==> config.mk <==
export PLATFORM = sky130hd
export DESIGN_NAME = pre_pc_flat
export DESIGN_NICKNAME = d
export VERILOG_FILES = /design/src/rtl/pre_pc_pkg.sv /design/src/rtl/pre_pc_if.sv /design/src/rtl/pre_pc.sv /design/src/flat_wrapper.sv
export SDC_FILE = /design/constraint.sdc
export NUM_CORES = 1
export LEC_CHECK = 0
export BUFFER_PORTS_ARGS = -buffer_cell sky130_fd_sc_hd__buf_2
export CAP_MARGIN = 20
export CELL_PAD_IN_SITES_DETAIL_PLACEMENT = 1
export CELL_PAD_IN_SITES_GLOBAL_PLACEMENT = 1
export CORE_ASPECT_RATIO = 1.4
export CORE_MARGIN = 5
export CORE_UTILIZATION = 35
export DETAILED_ROUTE_END_ITERATION = 10
export GPL_ROUTABILITY_DRIVEN = 0
export GPL_TIMING_DRIVEN = 0
export PLACE_DENSITY = 0.67
export SYNTH_ARGS = -nofsm -noshare
export SYNTH_HDL_FRONTEND = slang
export SYNTH_SLANG_ARGS = --single-unit
==> constraint.sdc <==
create_clock -name Clk -period 6.2 [get_ports Clk]
set_input_delay 1.24 -clock Clk [delete_from_list [all_inputs] [get_ports Clk]]
set_output_delay 1.24 -clock Clk [all_outputs]
set_load 0.03 [all_outputs]
==> src/rtl/pre_pc_pkg.sv <==
// Shared widths, reset constants and FSM encoding for the instruction prefetch unit.
package pre_pc_pkg;

    localparam int          InstAddrBus = 64;
    localparam int          InstBus     = 32;
    localparam logic [63:0] PcInit      = 64'h8000_0000;
    localparam logic [63:0] RegZero     = 64'h0;
    localparam int          LINE_WORDS  = 16;

    localparam logic [1:0] StIdle = 2'd0;
    localparam logic [1:0] StReq  = 2'd1;
    localparam logic [1:0] StWait = 2'd2;
    localparam logic [1:0] StHold = 2'd3;

    typedef enum logic [1:0] {
        IDLE = StIdle,
        REQ  = StReq,
        WAIT = StWait,
        HOLD = StHold
    } FsmState;

endpackage

==> src/rtl/pre_pc_if.sv <==
// Instruction-memory read bus: single-outstanding valid/ready request, one-cycle response strobe.
interface pre_pc_if #(
    parameter int ADDR_W = pre_pc_pkg::InstAddrBus,
    parameter int INST_W = pre_pc_pkg::InstBus
);
    import pre_pc_pkg::*;

    logic              ReadReqValid;
    logic              ReadReqReady;
    logic [ADDR_W-1:0] ReadAddr;
    logic              ReadRespValid;
    logic [INST_W-1:0] ReadRespData;

    modport master (
        output ReadReqValid,
        output ReadAddr,
        input  ReadReqReady,
        input  ReadRespValid,
        input  ReadRespData
    );

    modport slave (
        input  ReadReqValid,
        input  ReadAddr,
        output ReadReqReady,
        output ReadRespValid,
        output ReadRespData
    );

endinterface

==> src/rtl/pre_pc.sv <==
// Prefetches sequential instructions into the Ifu I-Cache until full; restarts from Pc on a miss.
// Latency: request cycle, response cycle, then a registered ReadShakeHands strobe (3 cycles/word on a zero-wait bus).
// Backpressure: ReadReqValid and ReadAddr hold until ReadReqReady; a miss may withdraw an unaccepted request.
module pre_pc #(
    parameter int                ADDR_W     = pre_pc_pkg::InstAddrBus,
    parameter int                INST_W     = pre_pc_pkg::InstBus,
    parameter logic [ADDR_W-1:0] PC_INIT    = ADDR_W'(pre_pc_pkg::PcInit),
    parameter int                LINE_WORDS = pre_pc_pkg::LINE_WORDS
) (
    input  logic              Clk,
    input  logic              Rst,
    input  logic [ADDR_W-1:0] PcIn,
    input  logic              CacheFull,
    input  logic              CacheMissing,
    pre_pc_if.master          memBus,
    output logic [ADDR_W-1:0] PrePcOut,
    output logic [INST_W-1:0] InstOut,
    output logic              ReadShakeHands
);
    import pre_pc_pkg::*;

    localparam int CNT_W = $clog2(LINE_WORDS + 1);

    FsmState           state;
    logic [ADDR_W-1:0] NextAddr;
    logic [ADDR_W-1:0] PendAddr;
    logic [ADDR_W-1:0] RestartAddr;
    logic [CNT_W-1:0]  FillCnt;
    logic              Restart;
    logic              StopPend;

    logic [ADDR_W-1:0] missAddr;
    logic              reqFire;
    logic              lastFill;

    always_comb begin
        missAddr = {PcIn[ADDR_W-1:2], 2'b00};
        reqFire  = memBus.ReadReqValid && memBus.ReadReqReady;
        lastFill = (FillCnt == CNT_W'(LINE_WORDS - 1));
    end

    always_ff @(posedge Clk) begin
        if (Rst) begin
            state               <= IDLE;
            NextAddr            <= PC_INIT;
            PendAddr            <= PC_INIT;
            RestartAddr         <= PC_INIT;
            FillCnt             <= '0;
            Restart             <= 1'b0;
            StopPend            <= 1'b0;
            memBus.ReadReqValid <= 1'b0;
            memBus.ReadAddr     <= PC_INIT;
            PrePcOut            <= PC_INIT;
            InstOut             <= RegZero[INST_W-1:0];
            ReadShakeHands      <= 1'b0;
        end else begin
            ReadShakeHands <= 1'b0;
            case (state)
                IDLE: begin
                    NextAddr <= PC_INIT;
                    FillCnt  <= '0;
                    state    <= REQ;
                end

                REQ: begin
                    // A full cache lets the current request complete, then parks in HOLD.
                    if (CacheFull) begin
                        StopPend <= 1'b1;
                    end
                    if (reqFire) begin
                        memBus.ReadReqValid <= 1'b0;
                        PendAddr            <= memBus.ReadAddr;
                        state               <= WAIT;
                        if (CacheMissing) begin
                            Restart     <= 1'b1;
                            RestartAddr <= missAddr;
                        end
                    end else if (CacheMissing) begin
                        memBus.ReadReqValid <= 1'b0;
                        NextAddr            <= missAddr;
                        FillCnt             <= '0;
                        StopPend            <= 1'b0;
                    end else begin
                        memBus.ReadReqValid <= 1'b1;
                        memBus.ReadAddr     <= NextAddr;
                    end
                end

                WAIT: begin
                    if (CacheFull) begin
                        StopPend <= 1'b1;
                    end
                    if (CacheMissing && memBus.ReadRespValid) begin
                        NextAddr <= missAddr;
                        FillCnt  <= '0;
                        Restart  <= 1'b0;
                        StopPend <= 1'b0;
                        state    <= REQ;
                    end else if (CacheMissing) begin
                        // The bus still owes us a response; remember where to restart once it lands.
                        Restart     <= 1'b1;
                        RestartAddr <= missAddr;
                    end else if (memBus.ReadRespValid) begin
                        if (Restart) begin
                            NextAddr <= RestartAddr;
                            FillCnt  <= '0;
                            Restart  <= 1'b0;
                            StopPend <= 1'b0;
                            state    <= REQ;
                        end else begin
                            ReadShakeHands <= 1'b1;
                            InstOut        <= memBus.ReadRespData;
                            PrePcOut       <= PendAddr;
                            NextAddr       <= NextAddr + ADDR_W'(4);
                            FillCnt        <= FillCnt + CNT_W'(1);
                            StopPend       <= 1'b0;
                            state          <= (lastFill || CacheFull || StopPend) ? HOLD : REQ;
                        end
                    end
                end

                HOLD: begin
                    if (CacheMissing) begin
                        NextAddr <= missAddr;
                        FillCnt  <= '0;
                        StopPend <= 1'b0;
                        state    <= REQ;
                    end
                end

                default: state <= IDLE;
            endcase
        end
    end

endmodule

==> src/flat_wrapper.sv <==
// flat-port wrapper written by rule: the top's interface ports become plain ports
module pre_pc_flat import pre_pc_pkg::*;
#(
    parameter int                ADDR_W     = pre_pc_pkg::InstAddrBus,
    parameter int                INST_W     = pre_pc_pkg::InstBus,
    parameter logic [ADDR_W-1:0] PC_INIT    = ADDR_W'(pre_pc_pkg::PcInit),
    parameter int                LINE_WORDS = pre_pc_pkg::LINE_WORDS
)
  (Clk, Rst, PcIn, CacheFull, CacheMissing, PrePcOut, InstOut, ReadShakeHands, memBus_ReadReqValid, memBus_ReadAddr, memBus_ReadReqReady, memBus_ReadRespValid, memBus_ReadRespData);
  pre_pc_if #(.ADDR_W(ADDR_W), .INST_W(INST_W)) memBus_i ();
  input  logic Clk;
  input  logic Rst;
  input  logic [ADDR_W-1:0] PcIn;
  input  logic CacheFull;
  input  logic CacheMissing;
  output logic [ADDR_W-1:0] PrePcOut;
  output logic [INST_W-1:0] InstOut;
  output logic ReadShakeHands;
  output wire logic [$bits(memBus_i.ReadReqValid)-1:0] memBus_ReadReqValid;
  output wire logic [$bits(memBus_i.ReadAddr)-1:0] memBus_ReadAddr;
  input wire logic [$bits(memBus_i.ReadReqReady)-1:0] memBus_ReadReqReady;
  input wire logic [$bits(memBus_i.ReadRespValid)-1:0] memBus_ReadRespValid;
  input wire logic [$bits(memBus_i.ReadRespData)-1:0] memBus_ReadRespData;
  assign memBus_ReadReqValid = memBus_i.ReadReqValid;
  assign memBus_ReadAddr = memBus_i.ReadAddr;
  assign memBus_i.ReadReqReady = memBus_ReadReqReady;
  assign memBus_i.ReadRespValid = memBus_ReadRespValid;
  assign memBus_i.ReadRespData = memBus_ReadRespData;
  pre_pc #(.ADDR_W(ADDR_W), .INST_W(INST_W), .PC_INIT(PC_INIT), .LINE_WORDS(LINE_WORDS)) u_core (.Clk(Clk), .Rst(Rst), .PcIn(PcIn), .CacheFull(CacheFull), .CacheMissing(CacheMissing), .memBus(memBus_i), .PrePcOut(PrePcOut), .InstOut(InstOut), .ReadShakeHands(ReadShakeHands));
endmodule
==> results.md, run 1 <==
* DRC at 0
* LEAKAGE at between 0.006 and 0.007 µW
* Crit-path cells: inv_1 -> ha_1 -> clkbuf_1 -> nand3_1 -> buf_2 -> nand4_1 -> nor3_1 -> buf_2 -> clkbuf_1 -> a222oi_1 -> o21ai_0
* DRT Pass-1 Iters at 5
* Hold WC Path Type: register to register
* Final Net Count at 2,249
* Clk_skew at ~0.011 ns
* Initial antenna violation count at 0
* # IOs at 264
* Sink Count at approximately 350
* YS warnings at 0
* MaxCap Viol Count at 0
* Clk root buf: clkbuf_16
* Final period util at 0.5746
* Post-CTS Setup Inserts at 0
* Die area at 0.04574 mm²
* Antenna Nets Post-Route at 0
* Ant. Diodes at 0
* Synth Flop Type: dfxtp_1
* Fin crit period at between 3 and 4 ns
* Grt total ovfl at 0
* P&R area growth vs syn at 21.75%
* Mapped cell area at 0.01453 mm²
* First-pass GRT wire length at 82,920 µm
* Multi-input gate area at 0.006775 mm²
* Slowest cell on the critical path: nor3_1
* WP buf/inv at 5
* Routed vias at 14,090
* Post-DR vias/cell at 5.212
* R2r setup slk at approximately 2.6 ns
* Setup_tns at 0 ns
* DR WL/cell at between 15 and 20 µm
* Leading post-synthesis cells by cell area: dfxtp_1 (49%), nand2_1 (16%), a21oi_1 (11%), clkbuf_1 (2.9%), a222oi_1 (1.9%)
* Relative slew margins at 0.3622
* Fmax at 280.7 MHz
* Worst EP required at 6.66 ns
* Initial core utilization at 0.3528
* Post-DP HPWL at roughly 42,000 µm
* Core region area at 0.04118 mm²
* Worst-path fanout max at 10
* Worst slew pin tran at roughly 0.95 ns
* Clock Latency Late Sink at 0.54 ns
* Num CTS Buffers at 37
* Largest net degree at the start of global routing at 14
* Endpoints failing setup at 0
* Die Wd at about 180 µm
* Synth unique cells at 72
* Mapped Cells at approximately 1,800
* Vias in the first global route at approximately 14,000
* Final hold vios at 0
* Post-synth ARST share at 0
* Most numerous cell in the Yosys netlist: nand2_1
* Syn Area/Cell at 7.895 µm²
* FP Rows at 88
* EDFF count, synth at 0
* Data arrival time of the critical path at 4.03 ns
* M1 WL at 23,030 µm
* RSZ-0062 raised after global routing: no
* IR Drop Worst-Case VDD at 0.1605 mV
* Port bufs at 255
* Outcome: finished, final reports clean
* Final core utilization at 0.4295
* Worst Setup Start Kind: register
* Final hold slack at around 0.45 ns
* Crit-path max cell delay at 0.56 ns
* #FFs+latches synth at 353
* Htree depth at 2
* Metal3 WL at approximately 2400 µm
* Die Y-Extent at 251.1 µm
* Final Max Slew Viols at 0
* Area leader, netlist: dfxtp_1
* CTS tree: done
* Pwr per Cell Area at roughly 320 mW/mm²
* WS Path Type: register to register
* Most frequent cells after synthesis: nand2_1 (605), dfxtp_1 (353), a21oi_1 (309)
* DRT iter0 DRCs at 905
* CP top delay family: buffers and inverters
* Overall Global Routing Usage at 0.2263
* Sequential cell area at between 0.007 and 0.008 mm²
* Max Root-Sink Buffers at 3
* Highest routed layer: met4
* Met2 WL at between 20,000 and 30,000 µm
* Seq/Total Area, Yosys at 0.4864
* Synth top area share at 0.4864
* Clock Pin Slew Worst Setup and Hold Paths at 0.06 ns
* CP endpoint kind: register
* Hold_buf cts at 0
* Share of cells above drive strength 1 at 0.1617
* Fill cells at 5,145
* Final WL at 53,630 µm
* Gates resized, CTS repair at 0
-- cells by family after synthesis --
family,share of synthesized area
simple gates,0.2409
compound gates,0.1876
flops,0.4864
buf+inv,0.04797
xor+xnor,0.02653
fa+ha+maj,0.006890
mux,0.003445
other cells,0.0002581
-- layout make-up --
cell class / instances / share of cell area
plain buffers: 141 / 0.03686
clock buffers: 59 / 0.06218
clock inverters: 5 / 0.004527
inverters: 12 / 0.002547
multi-input cells: 1337 / 0.3831
flip-flops and latches: 353 / 0.3995
well taps: 540 / 0.03820
repair buffers: 257 / 0.07308
-- worst paths after layout --
| check | from | end | cells after the start |
|---|---|---|---|
| setup / recovery | u_core.state[1] | u_core.NextAddr[53] | 11 |
| hold / removal | u_core.InstOut[30] | u_core.InstOut[30] | 2 |
| setup reg to reg | u_core.state[1] | u_core.NextAddr[53] | 11 |
| hold reg to reg | u_core.InstOut[30] | u_core.InstOut[30] | 2 |
-- per-layer routing --
metal,up-vias,GRT usage
li1,6890,-
met2,394,0.4034
met1,6714,0.2840
met5,-,0
met3,95,0.02620
met4,0,0.07423
-- per-stage QoR --
stage | instance area [µm²] | std cells | setup WS, ns | power, µW
2_1_floorplan | 14540 | 1843 | 3.380 | 3082
3_3_place_gp | 16490 | 2638 | 2.085 | 3407
3_5_place_dp | 16510 | 2640 | 2.223 | 3434
4_1_cts | 17690 | 2704 | 2.673 | 5641
5_1_grt | 17690 | 2704 | 2.422 | 5829
6_report | 17690 | 2704 | 2.637 | 5593
-- cell usage in the layout (no fill, tap or decap), types with 4 or more instances in the layout --
master / netlist / final
buf_6: 3 / 4
a222oi_1: 28 / 28
dfxtp_1: 353 / 353
nor4_4: 5 / 5
clkbuf_1: 114 / 128
nor3_1: 19 / 19
nor2_1: 54 / 54
buf_1: 5 / 5
nand3b_1: 7 / 7
inv_1: 11 / 11
a22oi_1: 17 / 17
or3_1: 4 / 4
xor2_1: 25 / 25
and3_1: 15 / 15
o21ai_0: 55 / 55
and2_1: 4 / 4
o22ai_1: 4 / 4
clkbuf_8: 7 / 14
nor4_1: 6 / 6
xnor2_1: 19 / 19
nand3_1: 26 / 26
conb_1: 1 / 4
o211ai_1: 8 / 8
buf_2: 5 / 261
o21ai_1: 6 / 6
a22o_1: 10 / 10
nand4_1: 25 / 25
a21oi_1: 309 / 309
nand2_1: 605 / 605
a31oi_1: 7 / 7
ha_1: 8 / 8
mux2i_1: 5 / 5
clkbuf_16: 0 / 38
buf_4: 5 / 5
and4_1: 8 / 8
-- where the power goes --
group / switching (µW) / internal [µW]
Combinational: 616 / 265
Clock: 942 / 1260
Sequential: 117 / 2390
-- sequential cells by signal (all words and copies together), names as in the netlist --
signal and flops:
u_core.FillCnt 5, u_core.InstOut 32, u_core.NextAddr 62, u_core.PendAddr 62
u_core.PrePcOut 62, u_core.ReadShakeHands 1, u_core.Restart 1, u_core.RestartAddr 62
u_core.StopPend 1, u_core.memBus.ReadAddr 62, u_core.memBus.ReadReqValid 1, u_core.state 2
-- worst min-delay path: stages, from the launching register on --
cell and delay [ns]:
dfxtp_1 0.30, nand2_1 0.05, a21oi_1 0.05
Note: power is estimated with default switching activity, not from simulation.
==> run 2, diff against run 1 <==
--- a/config.mk
+++ b/config.mk
@@ -5,6 +5,7 @@
 export SDC_FILE = /design/constraint.sdc
 export NUM_CORES = 1
 export LEC_CHECK = 0
+export ABC_AREA = 1
 export BUFFER_PORTS_ARGS = -buffer_cell sky130_fd_sc_hd__buf_2
 export CAP_MARGIN = 20
 export CELL_PAD_IN_SITES_DETAIL_PLACEMENT = 1
@@ -15,7 +16,7 @@
 export DETAILED_ROUTE_END_ITERATION = 10
 export GPL_ROUTABILITY_DRIVEN = 0
 export GPL_TIMING_DRIVEN = 0
-export PLACE_DENSITY = 0.67
+export PLACE_DENSITY = 0.71
 export SYNTH_ARGS = -nofsm -noshare
 export SYNTH_HDL_FRONTEND = slang
 export SYNTH_SLANG_ARGS = --single-unit
==> constraint.sdc (replaced) <==
create_clock -name Clk -period 3 [get_ports Clk]
set_input_delay 0.6 -clock Clk [delete_from_list [all_inputs] [get_ports Clk]]
set_output_delay 0.6 -clock Clk [all_outputs]
set_load 0.03 [all_outputs]
==> results.md, run 2 <==
* Outcome: finished, final reports clean
* RR Startpoint: u_core.state[1]
* CP top delay family: buffers and inverters
* Antenna Nets Post-Route at 0 (unchanged)
* DRC at 0 (unchanged)
* Overall Global Routing Usage at 0.2502 (+0.02390)
* R2r setup slk at 0.20 ns (-2.44 ns)
* Clock Pin Slew Worst Setup and Hold Paths at 0.06 ns (about the same)
* Core region area at 0.04669 mm² (+13%)
* First-pass GRT wire length at 100,600 µm (+21%)
* R2R depth at 11 (unchanged)
* Post-CTS Setup Inserts at 0 (unchanged)
* Slowest cell on the critical path: dfxtp_1
* Leading post-synthesis cells by cell area: dfxtp_1 (43%), nand2_1 (11%), o21ai_0 (11%), nor2_1 (8.6%), a21oi_1 (8.3%)
* P&R area growth vs syn at 20.86%
* Synth Area in Compound Gates at 0.2173 (+0.02970)
* Worst Setup Start Kind: register
* Adder-cell share of the synthesized area at 0.006101 (-0.0007887)
* Clk_skew at 0.008846 ns (-0.002614 ns)
* Placed insts at 3,312 (+25%)
* Most numerous cell in the Yosys netlist: nand2_1
* Most frequent cells after synthesis: nand2_1 (479), nor2_1 (374), dfxtp_1 (353), o21ai_0 (353), a21oi_1 (273)
* Synth unique cells at 40 (-44%)
* Worst Hold End: u_core.InstOut[11]
* Largest net degree at the start of global routing at 15 (+1)
* Crit-path cells: inv_1 -> ha_1 -> inv_1 -> nor2_1 -> inv_1 -> o21ai_0 -> nand2_2 -> clkinv_1 -> buf_2 -> nor2_1 -> nor2_1
* Die area at 0.05137 mm² (+12%)
* Fmax at 356.5 MHz (+27%)
* Htree depth at 2 (unchanged)
* WS Path Type: register to register
* Fill cells at 6,213 (+21%)
* Worst EP required at 3.44 ns (-3.22 ns)
* Worst-path fanout max at 10 (unchanged)
* YS warnings at 0 (unchanged)
* Clk root buf: clkbuf_16
* Die Wd at 193.0 µm (+5.9%)
* Largest family of logic cells by synthesized area: simple AND/OR/NAND/NOR gates
* Initial core utilization at 0.3514 (-0.001431)
* Fin crit period at 2.805 ns (-0.7577 ns)
* Simple-Gate Fraction of Synth Area at 0.2420 (+0.001100)
* Reg2Reg Capture Point: u_core.RestartAddr[33]
* Post-DR vias/cell at 5.072 (-2.7%)
* Ant. Diodes at 0 (unchanged)
* WP buf/inv at 5 (unchanged)
* IR Drop Worst-Case VDD at 0.4862 mV (+200%)
* Final hold slack at 0.3131 ns (-0.1353 ns)
* Die Y-Extent at 266.2 µm (+6.0%)
* RSZ-0062 raised after global routing: no
* Grt total ovfl at 0 (unchanged)
* Num CTS Buffers at 38 (+2.7%)
* Hold WC Path Type: input pin to register
* Relative slew margins at 0.2857 (-0.07656)
* Non-filler instance count after layout at 3,380 (+25%)
* Endpoints failing setup at 0 (unchanged)
* LEAKAGE at 0.008467 µW (+30%)
* # IOs at 264 (unchanged)
* Seq/Total Area, Yosys at 0.4308 (-0.05568)
* Mux cell area share after synthesis at 0 (-0.003445)
* Max Root-Sink Buffers at 3 (unchanged)
* Most common cell after layout, fill and taps aside: nand2_1
* #FFs+latches synth at 353 (unchanged)
* Crit-path max cell delay at 0.38 ns (-0.18 ns)
* DRT Pass-1 Iters at 6 (+1)
* Hold Crit Start: memBus_ReadRespData[11]
* DR WL/cell at 19.57 µm (-1.3%)
* Worst slew pin tran at 1.072 ns (+0.1184 ns)
* Final hold vios at 0 (unchanged)
* MaxCap Viol Count at 0 (unchanged)
* DRT iter0 DRCs at 791 (-13%)
* Post-DP HPWL at 53,050 µm (+27%)
* CTS tree: done
* Vias in the first global route at 17,760 (+23%)
* Final Max Slew Viols at 0 (unchanged)
* Share of cells above drive strength 1 at 0.1524 (-0.009343)
* Final period util at 0.9349 (+0.3603)
* FP Rows at 94 (+6.8%)
* Synth Flop Type: dfxtp_1
* Final WL at 66,130 µm (+23%)
* Sink Count at 353 (unchanged)
* Port bufs at 257 (+0.78%)
* CP startpoint: u_core.state[1]
* Hold_buf cts at 0 (unchanged)
* Mapped Cells at 2,428 (+32%)
* Depth of the worst hold-timing path at 3 (+1)
* Synth top area share at 0.4308 (-0.05568)
* Mapped cell area at 0.01641 mm² (+13%)
* Clock Latency Late Sink at 0.55 ns (about the same)
* Routed vias at 17,140 (+22%)
* Pwr per Cell Area at 781.6 mW/mm² (+150%)
* Post-synth ARST share at 0 (unchanged)
* Data arrival time of the critical path at 3.24 ns (-0.79 ns)
* Final Net Count at 2,838 (+26%)
* Most frequent cells in the layout: nand2_1 (478), nor2_1 (374), o21ai_0 (353), dfxtp_1 (353), buf_2 (284)
* CP endpoint kind: register
* Syn Area/Cell at 6.757 µm² (-14%)
* XOR/XNOR share of the synthesized area at 0.01228 (-0.01425)
* Power consumption at 15,500 µW (+180%)
* Area leader, netlist: dfxtp_1
* Initial antenna violation count at 1 (+1)
* EDFF count, synth at 0 (unchanged)
[run 2: changes by cell type in the layout (fill, tap and decap cells not counted), moves of 36 or more]
cell     previous run  this run
nand2_1           605       478
o21ai_0            55       353
a21oi_1           309       273
nor2_1             54       374
nand3_1            26        63
inv_1              11       228
[run 2: area by class of cell]
class | count | area, µm² | share of cell area
multi-input cells | 1697 | 7859 | 0.3964
flip-flops and latches | 353 | 7067 | 0.3564
repair buffers | 257 | 1286 | 0.06487
clock buffers | 50 | 1087 | 0.05484
inverters | 236 | 885.9 | 0.04468
well taps | 624 | 780.7 | 0.03938
plain buffers | 145 | 616.8 | 0.03111
clock inverters | 18 | 245.2 | 0.01237
[run 2: how the worst max path moves through the flow]
stage | slack (ns) | endpoint | cells after the start
global placement | -0.02 | u_core.RestartAddr[31] | 10
floorplan | 1.16 | u_core.NextAddr[35] | 10
detailed placement | -0.08 | u_core.RestartAddr[33] | 11
CTS | 0.1 | u_core.RestartAddr[32] | 10
finish | 0.20 | u_core.RestartAddr[33] | 11
global route | 0.0002 | u_core.RestartAddr[14] | 11
[run 2: metal layers]
metal,up-vias,GRT usage,share of wire
li1,8388,-,-
met1,8178,0.2850,0.39
met2,422,0.4627,0.51
met3,153,0.03722,0.050
met4,2,0.1009,0.046
met5,-,0,0.00020
[run 2: timing repair]
action / CTS / global route
endpoints found under the setup margin: 25 / 11
gates resized for setup: 1 / 4
pin swaps: 0 / 0
[run 2: kinds of logic (layout without fill, tap and decap cells)]
group / after synthesis / count (layout)
XOR/XNOR: 23 / 23
adder cells (fa/ha/maj): 8 / 8
AO/OA/AOI/OAI: 684 / 684
other: 1 / 4
AND/OR/NAND/NOR: 978 / 978
buffers and inverters: 381 / 706
flip-flops: 353 / 353
[run 2: stage by stage]
| step | utilization | instance area (µm²) | setup WS (ns) | TNS, ns |
|---|---|---|---|---|
| after floorplan | - | 16420 | 1.158 | 0 |
| after global placement | 0.3959 | 18480 | -0.01639 | -0.05905 |
| after detailed placement | 0.3959 | 18480 | -0.07880 | -0.8053 |
| after CTS | 0.4245 | 19820 | 0.09775 | 0 |
| after global routing | 0.4246 | 19830 | 0.0002036 | 0 |
| final | 0.4246 | 19830 | 0.1952 | 0 |
[run 2: power by group]
part / switching, µW / internal (µW)
clock network: 1990 / 2990
logic: 3310 / 1250
registers: 618 / 5340
[run 2: tightest hold or removal path: cells and delay by family]
kind / cells / cell delay [ns]
AO/OA/AOI/OAI: 1 / 0.07
buffers and inverters: 1 / 0.07
AND/OR/NAND/NOR: 1 / 0.08
==> run 3, diff against run 2 <==
--- a/config.mk
+++ b/config.mk
@@ -16,7 +16,7 @@
 export DETAILED_ROUTE_END_ITERATION = 10
 export GPL_ROUTABILITY_DRIVEN = 0
 export GPL_TIMING_DRIVEN = 0
-export PLACE_DENSITY = 0.71
+export PLACE_DENSITY = 0.68
 export SYNTH_ARGS = -nofsm -noshare
 export SYNTH_HDL_FRONTEND = slang
 export SYNTH_SLANG_ARGS = --single-unit
==> constraint.sdc (replaced) <==
create_clock -name Clk -period 3.4 [get_ports Clk]
set_input_delay 0.68 -clock Clk [delete_from_list [all_inputs] [get_ports Clk]]
set_output_delay 0.68 -clock Clk [all_outputs]
set_load 0.03 [all_outputs]
==> results.md, run 3 (synthesis results as in run 2) <==
* Outcome: finished, final reports clean
* Vias in the first global route at 17,900 (+0.77%)
* Sequential cell area at 0.007067 mm² (unchanged)
* Initial antenna violation count at 1 (unchanged)
* Antenna Nets Post-Route at 0 (unchanged)
* Final WL at 67,330 µm (+1.8%)
* Share of cells above drive strength 1 at 0.1489 (-0.003466)
* Clock Pin Slew Worst Setup and Hold Paths at 0.06 ns (about the same)
* DRT iter0 DRCs at 743 (-6.1%)
* Post-DR vias/cell at 5.091 (+0.38%)
* DRT Pass-1 Iters at 5 (-1)
* Multi-input gate area at 0.007851 mm² (about the same)
* CTS tree: done
* Final Net Count at 2,837 (-0.035%)
* Fill cells at 6,164 (-0.79%)
* Post-CTS Setup Inserts at 0 (unchanged)
* Sink Count at 353 (unchanged)
* RR Startpoint: u_core.state[0]
* Fmax at 328.3 MHz (-7.9%)
* Max Root-Sink Buffers at 3 (unchanged)
* Grt total ovfl at 0 (unchanged)
* Worst Hold End: u_core.InstOut[13]
* P&R area growth vs syn at 20.24%
* Core region area at 0.04669 mm² (unchanged)
* Worst-path fanout max at 10 (unchanged)
* MaxCap Viol Count at 0 (unchanged)
* Data arrival time of the critical path at 3.44 ns (+0.20 ns)
* FP Rows at 94 (unchanged)
* Depth of the worst hold-timing path at 3 (unchanged)
* Initial core utilization at 0.3514 (unchanged)
* Htree depth at 2 (unchanged)
* Post-DP HPWL at 53,930 µm (+1.7%)
* IR Drop Worst-Case VDD at 0.4165 mV (-14%)
* # IOs at 264 (unchanged)
* Hold WC Path Type: input pin to register
* Largest net degree at the start of global routing at 15 (unchanged)
* Die area at 0.05137 mm² (unchanged)
* Most common cell after layout, fill and taps aside: nand2_1
* Die Wd at 193.0 µm (unchanged)
* DR WL/cell at 19.94 µm (+1.9%)
* Endpoints failing setup at 0 (unchanged)
* Final period util at 0.8960 (-0.03896)
* Placed insts at 3,312 (unchanged)
* Clk root buf: clkbuf_16
* Routed vias at 17,190 (+0.29%)
* Die Y-Extent at 266.2 µm (unchanged)
* Clock Latency Late Sink at 0.55 ns (about the same)
* Ant. Diodes at 0 (unchanged)
* Pwr per Cell Area at 684.2 mW/mm² (-12%)
* Num CTS Buffers at 37 (-2.6%)
* LEAKAGE at 0.008420 µW (-0.55%)
* Most frequent cells in the layout: nand2_1 (479), nor2_1 (374), o21ai_0 (353), dfxtp_1 (353), buf_2 (285)
* DRC at 0 (unchanged)
* WS Path Type: register to register
* CP endpoint kind: register
* Port bufs at 257 (unchanged)
* Final hold vios at 0 (unchanged)
* Reg2Reg Capture Point: u_core.RestartAddr[31]
* Relative slew margins at 0.2963 (+0.01069)
* Overall Global Routing Usage at 0.2546 (+0.004441)
* Clk_skew at 0.01258 ns (+0.003732 ns)
* First-pass GRT wire length at 101,900 µm (+1.3%)
* R2r setup slk at 0.35 ns (+0.16 ns)
* R2R depth at 9 (-2)
* Worst slew pin tran at 1.055 ns (-0.01604 ns)
* Non-filler instance count after layout at 3,377 (-0.089%)
* Gates resized, CTS repair at 0 (-1)
* Final Max Slew Viols at 0 (unchanged)
* Fin crit period at 3.046 ns (+0.2415 ns)
* Worst EP required at 3.80 ns (+0.36 ns)
* Hold_buf cts at 0 (unchanged)
* Worst Setup Start Kind: register
* Setup_tns at 0 ns (unchanged)
* RSZ-0062 raised after global routing: no
* Hold Crit Start: memBus_ReadRespData[13]
==> run 3: cell count changes in the layout (fill, tap and decap cells not counted), sizes merged <==
cell / change
buf: +1
clkinv: -5
inv: +1
bufinv: -3
clkbuf: +5
clkinvlp: -2
==> run 3: metal layers <==
| metal | vias to the layer above | part of all wire | routed length, µm | GRT usage |
|---|---|---|---|---|
| li1 | 8388 | - | - | - |
| met1 | 8303 | 0.41 | 27350 | 0.2994 |
| met2 | 388 | 0.51 | 34370 | 0.4720 |
| met3 | 114 | 0.044 | 2956 | 0.02883 |
| met4 | 0 | 0.039 | 2645 | 0.09209 |
| met5 | - | 0 | 0 | 0 |
==> run 3: cell type report <==
type | count | share of cell area
multi-input combinational | 1697 | 0.3980
timing repair buffer | 257 | 0.06520
tap | 624 | 0.03958
buffer | 145 | 0.03108
clock buffer | 56 | 0.05670
inverter | 236 | 0.04491
clock inverter | 9 | 0.006279
sequential | 353 | 0.3582
==> run 3: worst max-delay path by stage <==
stage / cells past startpoint / to / from / slack, ns
after global routing: 11 / u_core.RestartAddr[33] / u_core.state[1] / 0.16
after global placement: 8 / u_core.RestartAddr[31] / CacheMissing / 0.25
final: 9 / u_core.RestartAddr[31] / u_core.state[0] / 0.35
after floorplan: 10 / u_core.NextAddr[35] / u_core.state[0] / 1.56
after CTS: 10 / u_core.RestartAddr[33] / u_core.state[0] / 0.28
after detailed placement: 9 / u_core.RestartAddr[33] / CacheMissing / 0.20
==> run 3: worst max-delay path: stages, from the launching register on <==
cell and delay, ns:
dfxtp_1 0.41, inv_1 0.12, ha_1 0.25, inv_1 0.15, buf_2 0.36, o21ai_0 0.12
nand2_1 0.49, buf_2 0.49, buf_2 0.36, o211ai_1 0.12
==> run 3: where the power goes <==
part           switching (µW)  internal (µW)  total (µW)  leakage (µW)
sequential                546           4710        5260       0.00286
combinational            2950           1100        4050       0.00495
clock                    1750           2440        4190      0.000610
==> run 3: through the flow <==
stage	power, µW	area (µm²)	worst slack, ns	hold slack, ns	util
after floorplan	7739	16420	1.558	0.4244	-
after global placement	9271	18480	0.2523	0.4370	0.3959
after detailed placement	9381	18480	0.1982	0.4430	0.3959
after CTS	13620	19730	0.2781	0.3587	0.4225
after global routing	14200	19730	0.1618	0.3964	0.4225
final	13500	19730	0.3537	0.3770	0.4225
